--- src/rtl/equation_sequencer.sv ---
// Arithmetic quiz sequencer: draws random equations from an LFSR, shows them on
// frame boundaries, times the player's answer and keeps score across a game.
`timescale 1ns/1ps
module equation_sequencer #(
  parameter logic [15:0] SEED        = 16'hACE1,
  parameter int          TIME_FRAMES = 600,
  parameter int          HOLD_FRAMES = 60,
  parameter int          NUM_ROUNDS  = 10,
  parameter int          MAX_TRIES   = 32
) (
  input  logic       clk,
  input  logic       rst_n,
  input  logic       start,
  input  logic       frame_tick,
  input  logic       ans_valid,
  input  logic [6:0] ans_value,
  output logic [6:0] num1,
  output logic [6:0] num2,
  output logic [2:0] operator,
  output logic       eq_visible,
  output logic       result_ok,
  output logic       result_bad,
  output logic [6:0] score,
  output logic       done
);

  typedef enum logic [2:0] {IDLE, GEN, SHOW, ASK, RESULT, DONE} state_t;

  localparam logic [15:0] TIME_LIM  = 16'(TIME_FRAMES - 1);
  localparam logic [15:0] HOLD_LIM  = 16'(HOLD_FRAMES - 1);
  localparam logic [7:0]  TRY_LIM   = 8'(MAX_TRIES - 1);
  localparam logic [7:0]  ROUND_LIM = 8'(NUM_ROUNDS - 1);

  state_t      state, state_next;
  logic [15:0] lfsr, lfsr_next;
  logic [15:0] frame_cnt;
  logic [7:0]  try_cnt;
  logic [7:0]  round_cnt;
  logic [6:0]  pend_n1, pend_n2, pend_exp, exp_cur;
  logic [1:0]  pend_op;

  logic gen_take, gen_fall, commit, ok_set, bad_set;
  logic frame_inc, frame_clr, try_inc, try_clr, round_inc, game_clr;

  function automatic logic [6:0] sat_inc(input logic [6:0] v);
    return (v >= 7'd99) ? 7'd99 : v + 7'd1;
  endfunction

  // Right-shifting Galois form of x^16+x^14+x^13+x^11+1
  assign lfsr_next = {1'b0, lfsr[15:1]} ^ (lfsr[0] ? 16'hB400 : 16'h0000);

  logic [1:0]  c_op;
  logic [6:0]  c_a, c_b;
  logic [3:0]  c_db;
  logic [4:0]  c_q;
  logic [7:0]  c_sum;
  logic [13:0] c_prod;
  logic [8:0]  c_dprod;
  logic        cand_ok;
  logic [6:0]  cand_n1, cand_n2, cand_exp;

  assign c_op    = lfsr[1:0];
  assign c_a     = lfsr[8:2];
  assign c_b     = lfsr[15:9];
  assign c_db    = lfsr[12:9];
  assign c_q     = lfsr[6:2];
  assign c_sum   = {1'b0, c_a} + {1'b0, c_b};
  assign c_prod  = {7'd0, c_a} * {7'd0, c_b};
  assign c_dprod = {5'd0, c_db} * {4'd0, c_q};

  always_comb begin
    cand_ok  = 1'b0;
    cand_n1  = c_a;
    cand_n2  = c_b;
    cand_exp = '0;
    case (c_op)
      2'd0: begin
        cand_ok  = (c_a <= 7'd99) && (c_b <= 7'd99) && (c_sum <= 8'd99);
        cand_exp = c_sum[6:0];
      end
      2'd1: begin
        cand_ok  = (c_a <= 7'd99) && (c_b <= 7'd99) && (c_a >= c_b);
        cand_exp = c_a - c_b;
      end
      2'd2: begin
        // Operands also bounded so a zero factor cannot expose a 100..127 operand
        cand_ok  = (c_a <= 7'd99) && (c_b <= 7'd99) && (c_prod <= 14'd99);
        cand_exp = c_prod[6:0];
      end
      default: begin
        cand_ok  = (c_db != 4'd0) && (c_db <= 4'd9) && (c_dprod <= 9'd99);
        cand_n1  = c_dprod[6:0];
        cand_n2  = {3'd0, c_db};
        cand_exp = {2'd0, c_q};
      end
    endcase
  end

  always_ff @(posedge clk or negedge rst_n) begin
    if (!rst_n) state <= IDLE;
    else        state <= state_next;
  end

  always_comb begin
    state_next = state;
    gen_take   = 1'b0;
    gen_fall   = 1'b0;
    commit     = 1'b0;
    ok_set     = 1'b0;
    bad_set    = 1'b0;
    frame_inc  = 1'b0;
    frame_clr  = 1'b0;
    try_inc    = 1'b0;
    try_clr    = 1'b0;
    round_inc  = 1'b0;
    game_clr   = 1'b0;
    case (state)
      IDLE, DONE: begin
        if (start) begin
          game_clr   = 1'b1;
          try_clr    = 1'b1;
          state_next = GEN;
        end
      end
      GEN: begin
        if (cand_ok) begin
          gen_take   = 1'b1;
          try_clr    = 1'b1;
          state_next = SHOW;
        end else if (try_cnt == TRY_LIM) begin
          gen_fall   = 1'b1;
          try_clr    = 1'b1;
          state_next = SHOW;
        end else begin
          try_inc = 1'b1;
        end
      end
      SHOW: begin
        if (frame_tick) begin
          commit     = 1'b1;
          frame_clr  = 1'b1;
          state_next = ASK;
        end
      end
      ASK: begin
        // An answer takes priority over a coincident timeout tick
        if (ans_valid) begin
          ok_set     = (ans_value == exp_cur);
          bad_set    = (ans_value != exp_cur);
          frame_clr  = 1'b1;
          state_next = RESULT;
        end else if (frame_tick) begin
          if (frame_cnt == TIME_LIM) begin
            bad_set    = 1'b1;
            frame_clr  = 1'b1;
            state_next = RESULT;
          end else begin
            frame_inc = 1'b1;
          end
        end
      end
      RESULT: begin
        if (frame_tick) begin
          if (frame_cnt == HOLD_LIM) begin
            frame_clr  = 1'b1;
            round_inc  = 1'b1;
            state_next = (round_cnt == ROUND_LIM) ? DONE : GEN;
          end else begin
            frame_inc = 1'b1;
          end
        end
      end
      default: state_next = IDLE;
    endcase
  end

  always_ff @(posedge clk or negedge rst_n) begin
    if (!rst_n) begin
      lfsr       <= SEED;
      frame_cnt  <= '0;
      try_cnt    <= '0;
      round_cnt  <= '0;
      pend_n1    <= '0;
      pend_n2    <= '0;
      pend_op    <= '0;
      pend_exp   <= '0;
      exp_cur    <= '0;
      num1       <= '0;
      num2       <= '0;
      operator   <= '0;
      score      <= '0;
      result_ok  <= 1'b0;
      result_bad <= 1'b0;
    end else begin
      lfsr       <= lfsr_next;
      result_ok  <= ok_set;
      result_bad <= bad_set;
      if (frame_clr)      frame_cnt <= '0;
      else if (frame_inc) frame_cnt <= frame_cnt + 16'd1;
      if (try_clr)        try_cnt <= '0;
      else if (try_inc)   try_cnt <= try_cnt + 8'd1;
      if (game_clr)       round_cnt <= '0;
      else if (round_inc) round_cnt <= round_cnt + 8'd1;
      if (game_clr)       score <= '0;
      else if (ok_set)    score <= sat_inc(score);
      if (gen_take) begin
        pend_n1  <= cand_n1;
        pend_n2  <= cand_n2;
        pend_op  <= c_op;
        pend_exp <= cand_exp;
      end else if (gen_fall) begin
        pend_n1  <= 7'd1;
        pend_n2  <= 7'd1;
        pend_op  <= 2'd0;
        pend_exp <= 7'd2;
      end
      // Display operands only move on a frame boundary
      if (commit) begin
        num1     <= pend_n1;
        num2     <= pend_n2;
        operator <= {1'b0, pend_op};
        exp_cur  <= pend_exp;
      end
    end
  end

  assign eq_visible = (state == ASK) || (state == RESULT);
  assign done       = (state == DONE);

endmodule

--- config.mk ---
export PLATFORM = sky130hd
export DESIGN_NAME = equation_sequencer
export DESIGN_NICKNAME = d
export VERILOG_FILES = /design/src/rtl/equation_sequencer.sv
export SDC_FILE = /design/constraint.sdc
export NUM_CORES = 1
export LEC_CHECK = 0
export ABC_CLOCK_PERIOD_IN_PS = 6200
export CAP_MARGIN = 20
export CELL_PAD_IN_SITES_DETAIL_PLACEMENT = 0
export CELL_PAD_IN_SITES_GLOBAL_PLACEMENT = 1
export CORE_ASPECT_RATIO = 2
export CORE_MARGIN = 2
export CORE_UTILIZATION = 45
export CTS_BUF_LIST = sky130_fd_sc_hd__clkbuf_8 sky130_fd_sc_hd__clkbuf_16
export DETAILED_ROUTE_END_ITERATION = 10
export PLACE_DENSITY_LB_ADDON = 0.2
export SLEW_MARGIN = 10
export SYNTH_ARGS = -nofsm -noshare
export SYNTH_HDL_FRONTEND = slang
export SYNTH_SLANG_ARGS = --single-unit
--- constraint.sdc ---
create_clock -name clk -period 6.2 [get_ports clk]
set_input_delay 1.24 -clock clk [delete_from_list [all_inputs] [get_ports clk]]
set_output_delay 1.24 -clock clk [all_outputs]
set_load 0.02 [all_outputs]
==> metrics.txt <==
Final Wtd Congestion=0.9462; Fin. Hold Viols=0; area occupied by registers=2663 um^2; via count=5854; post-route cell area=between 8000 and 9000 um^2; layout cells sized above 1=0.09963; VDD IR max=0.1449 mV; Setup CP Type=reg2reg; root buffer cell=clkbuf_16; CP max stage delay=0.57 ns; commonest non-fill, non-tap cell in the layout=dfrtp_1; GR Util met2=0.4479; Clock Skew=between 0.008 and 0.009 ns; die area=17650 um^2; final wirelength=18.98 mm; Post-Syn Area=7442 um^2; complex-gate fraction of the synthesized area=0.1584; Seq/Total Area, Yosys=0.3578; status=complete, no violations; Syn Nets=861; Pwr Density=approximately 200 nW/um^2; area delta synth->final=12.93%; dominant synthesized flop cell=dfrtp_1; CP Capture Type=flip-flop; initial drt markers=277; Adder-Cell Fraction of Synth Area=0.1812; CP max FO=14; crit path launch type=flip-flop; Synth cell types=slightly below 80; clk buf depth=2; num rows=66; GRT Overall Usage=0.2278; yosys warns=0; DP Area=8083 um^2; Detail Placement HPWL=15.09 mm; vias in the first global route=6152; Starting Density=0.4575; Post-Synth XOR/XNOR Area=0.04590; syn avg cell area=9.818 um^2; critical-path cell list=ha_1, inv_1, fa_1, fa_1, fa_1, fa_1, inv_1, ha_1, nand2_1, a211o_1, a2111oi_1, o31ai_1, nor4_2, a311oi_2, or4_1, buf_4, o22a_1; Post-synth ARST share=1.000; most frequent CP cell=fa_1; grt ovf=0; post-route ant nets=0; die width=94.94 um; initial antenna violation count=0; Synth Area in Simple Gates=0.1582; Skew-Pair Late Insertion Delay=0.35 ns; P_int=1.165 mW; most frequent cells in the layout=dfrtp_1 (98), ha_1 (63), nor2_1 (62); Max Cap Viol=0; clock transition at the registers of the reported paths=0.07 ns; TritonCTS clock tree=yes; # H-tree levels=3; cts bufs inserted=9; Logic pwr share=0.204; # fillers=1495; clock network power share=0.340; routed vias/inst=5.813; met3 Resource Use GR=0.02065; LEAKAGE=3.821 nW; Period minus WS final=5.898 ns; data required time at the worst endpoint=~6.4 ns; Net Sw Power=~0.52 mW; largest net degree at the start of global routing=75; port bufs=38; DRC=0; Hold/Removal Path Class=reg2reg; slowest cell on the critical path=fa_1; area taken by multi-input logic gates=roughly 4400 um^2; cts hold-fix bufs=0; final setup fails=0; nets@finish=901; Placeable Area=16270 um^2; Sink Count=~110; largest family of logic cells by synthesized area=adder cells; first-pass GRT wire length=30.91 mm; Worst EP arrival=between 6 and 7 ns; Die Ht=185.9 um; Seq pwr share=0.456; RSZ-0062 raised after global routing=true; n_diodes=0; Seq cells post-synth=106; fin. max-slew vios=0; Post-synth EDFFs=0; setup TNS=0 ns; mux contribution to synthesized area=0.05111; global routing's busiest layer=met2; met1 usage=0.2265; Sw Share=0.3082; Worst-Margin Slew=0.9549 ns; First-pass DRT Iterations=5; Mapped Cells=around 760; period utilization=0.9512; Rel. slew slack=0.3634; Routed wire per std cell=18.85 um; fmax=169.6 MHz; post-CTS setup buffers=0; I/O pin cnt=40
[sequential cells by signal (all words and copies together) (netlist names)]
name,count
exp_cur,7
frame_cnt,16
lfsr,16
num1,7
num2,7
operator,2
pend_exp,7
pend_n1,7
pend_n2,7
pend_op,2
result_bad,1
result_ok,1
round_cnt,8
score,7
state,3
try_cnt,8
[power by group through the flow]
stage | Sequential, mW | Clock [mW] | Combinational, mW
final | 0.769 | 0.573 | 0.343
after global routing | 0.776 | 0.614 | 0.380
after CTS | 0.769 | 0.588 | 0.346
after detailed placement | 0.782 | 0 | 0.345
after global placement | 0.781 | 0 | 0.338
after floorplan | 0.767 | 0 | 0.243
[metrics by stage]
step / std cells / utilization / power, mW / hold slack, ns / setup WS (ns)
after global placement: 989 / 0.4965 / 1.119 / 0.4284 / 0.3652
final: 1007 / 0.5166 / 1.685 / 0.4416 / 0.3024
after global routing: 1007 / 0.5166 / 1.770 / 0.4562 / -0.02295
after detailed placement: 990 / 0.4968 / 1.127 / 0.4320 / 0.1231
after floorplan: 758 / - / 1.010 / 0.4009 / 0.8395
after CTS: 1006 / 0.5153 / 1.702 / 0.4453 / 0.1320
[cell usage after synthesis (6+ instances only)]
cell / number / area share
a211oi_1: 14 / 0.014
a21oi_1: 39 / 0.026
and2_1: 18 / 0.015
and3_1: 9 / 0.0076
clkbuf_1: 20 / 0.010
dfrtp_1: 98 / 0.33
dfstp_2: 8 / 0.028
fa_1: 28 / 0.075
ha_1: 63 / 0.11
inv_1: 60 / 0.030
mux2_2: 24 / 0.036
mux2i_1: 11 / 0.015
nand2_1: 58 / 0.029
nand2b_1: 6 / 0.0050
nand3_1: 9 / 0.0061
nand4_1: 15 / 0.013
nor2_1: 62 / 0.031
nor3_1: 10 / 0.0067
o21ai_0: 28 / 0.019
o2bb2ai_1: 14 / 0.016
o31ai_1: 7 / 0.0071
or3_1: 8 / 0.0067
or4_1: 7 / 0.0071
xnor2_1: 19 / 0.022
xor2_1: 20 / 0.024
[worst max-delay path, delay by kind of cell (launching register included)]
| kind | cells | cell delay [ns] |
|---|---|---|
| DFF | 1 | 0.54 |
| buffers and inverters | 3 | 0.39 |
| and+or+nand+nor | 3 | 0.90 |
| adders and majority gates | 6 | 2.73 |
| AOI/OAI and AO/OA | 5 | 1.22 |
[cell type report]
class,instances,share of cell area
inverters,61,0.02754
clock inverters,4,0.004020
multi-input cells,564,0.5288
repair buffers,56,0.06074
well taps,204,0.03037
clock buffers,12,0.03171
flip-flops and latches,106,0.3168
[per-layer routing]
metal  share of wire  up-vias
met1            0.35     2933
met2            0.58       96
li1                -     2783
met3           0.020       42
met4           0.049        0
met5               0        -
[kinds of logic after synthesis]
kind of cell,count (synthesis)
XOR/XNOR,39
AO/OA/AOI/OAI,166
multiplexers,35
buffers and inverters,88
AND/OR/NAND/NOR,232
flip-flops,106
adder cells (fa/ha/maj),91
other,1
[final timing paths]
kind | startpoint | to | slack, ns | depth (start not counted)
max reg2reg | lfsr[5] | pend_n1[0] | 0.30 | 17
max | lfsr[5] | pend_n1[0] | 0.30 | 17
max in group asynchronous | rst_n | score[5] | 4.08 | 2
min | lfsr[1] | lfsr[0] | 0.44 | 0
min in group asynchronous | rst_n | frame_cnt[11] | 0.82 | 1
min reg2reg | lfsr[1] | lfsr[0] | 0.44 | 0
[repair_timing]
item / 4_1_cts / 5_1_grt
resized for setup: 0 / 3
endpoints found under the setup margin: 0 / 29
hold endpoints to repair: 0 / 0
Note: power is estimated with default switching activity, not from simulation.
